$ cat src/rtl/apb_master_arbiter.sv
// rtl/apb_master_arbiter.sv - two-requester round-robin APB master
// Optional ACCESS timeout abort enabled by defining APB_TIMEOUT_EN.
module apb_master_arbiter #(
  parameter int DATA_WIDTH     = 32,
  parameter int ADDR_WIDTH     = 32,
  parameter int TIMEOUT_CYCLES = 16
) (
  input  logic                  pclk,
  input  logic                  presetn,
  input  logic [1:0]            req,
  input  logic [1:0]            req_write,
  input  logic [ADDR_WIDTH-1:0] req_addr0,
  input  logic [ADDR_WIDTH-1:0] req_addr1,
  input  logic [DATA_WIDTH-1:0] req_wdata0,
  input  logic [DATA_WIDTH-1:0] req_wdata1,
  output logic [1:0]            gnt,
  output logic [1:0]            done,
  output logic                  err,
  output logic [DATA_WIDTH-1:0] rdata,
  output logic                  psel,
  output logic                  penable,
  output logic                  pwrite,
  output logic [ADDR_WIDTH-1:0] paddr,
  output logic [DATA_WIDTH-1:0] pwdata,
  input  logic [DATA_WIDTH-1:0] prdata,
  input  logic                  pready
);

  typedef enum logic [1:0] {IDLE, SETUP, ACCESS} state_t;

  state_t state, state_nxt;
  logic   last;
  logic   win;
  logic   grant;
  logic   timeout_hit;
  logic   xfer_end;

  if (TIMEOUT_CYCLES < 2) begin : g_timeout_check
    $error("TIMEOUT_CYCLES must be at least 2");
  end

  // last holds the index of the previous winner; a tie goes to the other one
  always_comb begin
    win = 1'b0;
    unique case (req)
      2'b01:   win = 1'b0;
      2'b10:   win = 1'b1;
      2'b11:   win = ~last;
      default: win = 1'b0;
    endcase
  end

  assign grant = (state == IDLE) && (req != 2'b00);

`ifdef APB_TIMEOUT_EN
  localparam int CNT_W = $clog2(TIMEOUT_CYCLES);

  logic [CNT_W-1:0] tmo_cnt;

  always_ff @(posedge pclk or negedge presetn) begin
    if (!presetn) begin
      tmo_cnt <= '0;
    end else if (state == SETUP) begin
      tmo_cnt <= '0;
    end else if ((state == ACCESS) && !pready) begin
      tmo_cnt <= tmo_cnt + 1'b1;
    end
  end

  assign timeout_hit = (state == ACCESS) && !pready &&
                       (tmo_cnt == CNT_W'(TIMEOUT_CYCLES - 1));
`else
  assign timeout_hit = 1'b0;
`endif

  assign xfer_end = (state == ACCESS) && (pready || timeout_hit);

  always_ff @(posedge pclk or negedge presetn) begin
    if (!presetn) begin
      state <= IDLE;
    end else begin
      state <= state_nxt;
    end
  end

  always_comb begin
    state_nxt = state;
    unique case (state)
      IDLE:    if (req != 2'b00) state_nxt = SETUP;
      SETUP:   state_nxt = ACCESS;
      ACCESS:  if (xfer_end) state_nxt = IDLE;
      default: state_nxt = IDLE;
    endcase
  end

  // Request fields are captured once at grant and held until the transfer ends
  always_ff @(posedge pclk or negedge presetn) begin
    if (!presetn) begin
      pwrite <= 1'b0;
      paddr  <= '0;
      pwdata <= '0;
      gnt    <= 2'b00;
      last   <= 1'b1;
    end else if (grant) begin
      pwrite <= win ? req_write[1] : req_write[0];
      paddr  <= win ? req_addr1 : req_addr0;
      pwdata <= win ? req_wdata1 : req_wdata0;
      gnt    <= win ? 2'b10 : 2'b01;
      last   <= win;
    end else if (xfer_end) begin
      gnt    <= 2'b00;
    end
  end

  assign psel    = (state != IDLE);
  assign penable = (state == ACCESS);
  assign done    = xfer_end ? gnt : 2'b00;
  assign err     = timeout_hit;
  assign rdata   = ((state == ACCESS) && pready) ? prdata : '0;

endmodule

$ cat config.mk
export PLATFORM = sky130hd
export DESIGN_NAME = apb_master_arbiter
export DESIGN_NICKNAME = d
export VERILOG_FILES = /design/src/rtl/apb_master_arbiter.sv
export SDC_FILE = /design/constraint.sdc
export NUM_CORES = 1
export LEC_CHECK = 0
export ABC_AREA = 1
export CORE_UTILIZATION = 36
export CTS_CLUSTER_SIZE = 16
export DETAILED_ROUTE_END_ITERATION = 8
export PLACE_DENSITY = 0.86
export SKIP_LAST_GASP = 1
export SLEW_MARGIN = 25
export SYNTH_ARGS = -nofsm -noshare
export SYNTH_HDL_FRONTEND = slang
export SYNTH_SLANG_ARGS = --single-unit
$ cat constraint.sdc
create_clock -name pclk -period 1.5 [get_ports pclk]
set_clock_uncertainty 0.05 [all_clocks]
set_input_delay 0.375 -clock pclk [delete_from_list [all_inputs] [get_ports pclk]]
set_output_delay 0.375 -clock pclk [all_outputs]
set_load 0.1 [all_outputs]
==> metrics <==
share of power burned in registers 0.171; Inst Count DP slightly below 1000; top layer in use met4; final wirelength 15.22 mm; slowest stage cell, crit path dfrtp_1; Post-Synth Adder-Cell Area 0; internal power 9.707 mW; Ys Warns 0; # rows 37; Pleak roughly 4.2 nW; Crit path buffers/inverters 2; Max IR drop VDD about 1900 µV; r2r startpoint state[0]$_DFFE_PN0P_; root buffer cell clkbuf_8; crit path max fanout 13; CP Class flop to output port; Clk Latency, worst-skew pair 330 ps; Starting Density 0.3725; post-synthesis sequential area ratio 0.4538; met3 routed WL 1.065 mm; ant diodes 0; kind of cell adding the most delay to the critical path simple AND/OR/NAND/NOR gates; detailed-route via count 4751; Tot Pwr 21.99 mW; power share of the combinational group 0.745; synthesized-area fraction occupied by and/or/nand/nor cells 0.4503; total CTS buffers 9; RePlAce Congestion 0.8264; Min-Delay Startpoint last$_DFFE_PN1P_; htree depth 3; Yosys cell types 14; synth top area cells dfrtp_1 (45%), nand2_1 (32%), nand3_1 (8.8%); post-route ant nets 0; Synth Area in XOR/XNOR 0; Die Span X between 100 and 150 µm; Worst R2R Setup Slack -150 ps; Period minus WS final 1958 ps; synthesis-to-finish area growth 121.1%; Hold Path Sink last$_DFFE_PN1P_; first-pass GRT wire length 23.39 mm; CTS tree yes; Post-Synthesis Net Count around 760; period utilization 1.305; FFs w/ async S/R, synth 1.000; CTS clk-pin slew, worst paths about 80 ps; mux share of post-synthesis cell area 0; cell taking the most area after synthesis dfrtp_1; Die Footprint 0.01115 mm²; number of max-cap violations 0; total grt overflow 0; I/O Buffers approximately 270; outcome complete, but fails checks; largest net degree at the start of global routing 71; flops & latches, synth 70; pwr dens ~2600 mW/mm²; synthesized area 0.003862 mm²; worst hold path class flop to flop; worst-case clock buffer depth 2; hold path cells 2; Synth top cells by count nand2_1 (333), dfrtp_1 (69), nand3_1 (68), nor2_1 (38), inv_1 (36); Post-synth EDFFs 0; crit-path cells nor2_4 > nand2_8 > buf_12 > nor2_4 > buf_12; top-count cell post-synth nand2_1; max incr delay on CP 410 ps; area share of the largest cell type after synthesis 0.4470; Slew Limit Fails 0; Final Core Density 0.8236; core area 0.01037 mm²; Critical Path End Type output port; GRT Util Overall 0.2696; Met2 Routed Length 8.097 mm; Initial DRT Pass Iterations 4; RSZ-0062 raised after global routing true; Switching Fraction 0.5585; antenna violations before repair 0; switching pwr approximately 12 mW; Initial DRC Count 239; critical path required time 1070 ps; drt drc 0; Worst EP arrival 1530 ps; Syn Area/Cell roughly 6.6 µm²; Die H 105.6 µm; Final WS setup -458.2 ps; clock share of power 0.084; Startpoint Class flop; Final Hold Viols 0; DR vias/cell 4.742; dpl hpwl around 12 mm; fin cells approximately 1000; Fmax ~500 MHz; Finish-stage setup viols 104; post-synthesis compound-gate area fraction 0.004211; largest family of logic cells by synthesized area simple AND/OR/NAND/NOR gates; Nets 1028; clk sinks 70; r2r endpoint pwdata[14]$_DFFE_PN0P_; failing checks setup timing; Top-Level Pins 271; WL met1 approximately 5.5 mm; number of global-route vias before repair 4610; Synth Instances 589; R2R depth 9; main flop type after synthesis dfrtp_1; share of post-route cells with drive strength above 1 0.2286; WL/cell around 15 µm
## flip-flops by register name (all words and copies together), names as in the netlist
| register | count |
|---|---|
| gnt | 2 |
| last | 1 |
| paddr | 32 |
| pwdata | 32 |
| pwrite | 1 |
| state | 2 |
## power groups by stage
stage	sequential [mW]	combinational, mW	clock (mW)
after global placement	3.74	15.7	0
after floorplan	9.33	3.99	0
final	3.77	16.4	1.85
after global routing	3.88	17.0	1.97
after CTS	3.77	16.0	1.89
after detailed placement	3.79	15.9	0
## routing by layer
layer,GRT usage,vias to the layer above
li1,-,2311
met1,0.2901,2178
met2,0.4958,224
met3,0.07050,38
met4,0.1161,0
met5,0,-
## kinds of logic after synthesis
kind of cell / Yosys count
AND/OR/NAND/NOR: 440
buffers and inverters: 77
flip-flops: 70
AO/OA/AOI/OAI: 1
other: 1
## worst max-delay path by stage
stage	from	endpoint	slack, ps	cells after the start
final	state[0]$_DFFE_PN0P_	rdata[0]	-460	5
after detailed placement	pready	rdata[0]	-510	5
after CTS	state[0]$_DFFE_PN0P_	rdata[0]	-490	5
after global routing	state[0]$_DFFE_PN0P_	rdata[0]	-530	5
after global placement	pready	rdata[0]	-470	5
after floorplan	state[1]$_DFFE_PN0P_	rdata[0]	-810	5
## cell usage in the layout (no fill, tap or decap)
| master | netlist | routed |
|---|---|---|
| dfstp_2 | 1 | 1 |
| buf_2 | 16 | 1 |
| buf_4 | 11 | 13 |
| conb_1 | 1 | 1 |
| bufinv_16 | 0 | 3 |
| nand3_2 | 0 | 1 |
| nor2_1 | 38 | 3 |
| inv_2 | 1 | 2 |
| buf_12 | 0 | 114 |
| o21ai_4 | 1 | 1 |
| inv_1 | 36 | 34 |
| dlygate4sd2_1 | 0 | 1 |
| nand2_2 | 0 | 2 |
| buf_6 | 0 | 5 |
| nand2_1 | 333 | 329 |
| clkinv_2 | 0 | 2 |
| nand2_4 | 0 | 1 |
| nor2_4 | 0 | 36 |
| dlygate4sd3_1 | 0 | 1 |
| clkbuf_16 | 0 | 3 |
| nand2_8 | 0 | 1 |
| nand3_1 | 68 | 67 |
| clkdlybuf4s50_1 | 0 | 163 |
| clkinv_4 | 0 | 2 |
| clkbuf_8 | 0 | 10 |
| dfrtp_1 | 69 | 69 |
## stage by stage
step                worst slack [ps]  hold slack, ps  setup TNS (ps)  cell area (µm²)
finish                        -458.2           431.2          -21940             8541
global route                  -526.2           443.1          -30610             8541
CTS                           -485.1           436.7          -17100             8392
detailed placement            -510.4           362.1          -36710             8124
global placement              -466.6           362.1          -32350             8124
floorplan                     -811.7           29.41          -26070             4210
## worst min-delay path, stage by stage (launching register included)
cell     delay, ps
dfstp_2        380
nand2_1         60
nand2_1         50
## what timing repair did
action                                 in CTS  in global routing
setup buffers                               1                  3
setup endpoints to repair                  84                104
cloned                                      0                  4
resized for setup                           2                 12
endpoints found under the hold margin       6                  0
pin swaps                                   1                  1
hold buffers                                1                  0
## layout make-up
class,count,area [µm²]
repair buffers,301,4167
clock inverters,6,108.9
well taps,136,170.2
clock buffers,10,137.6
fillers,584,1829
multi-input cells,442,2061
inverters,37,143.9
flip-flops and latches,70,1753
(Power assumes the default switching activity.)
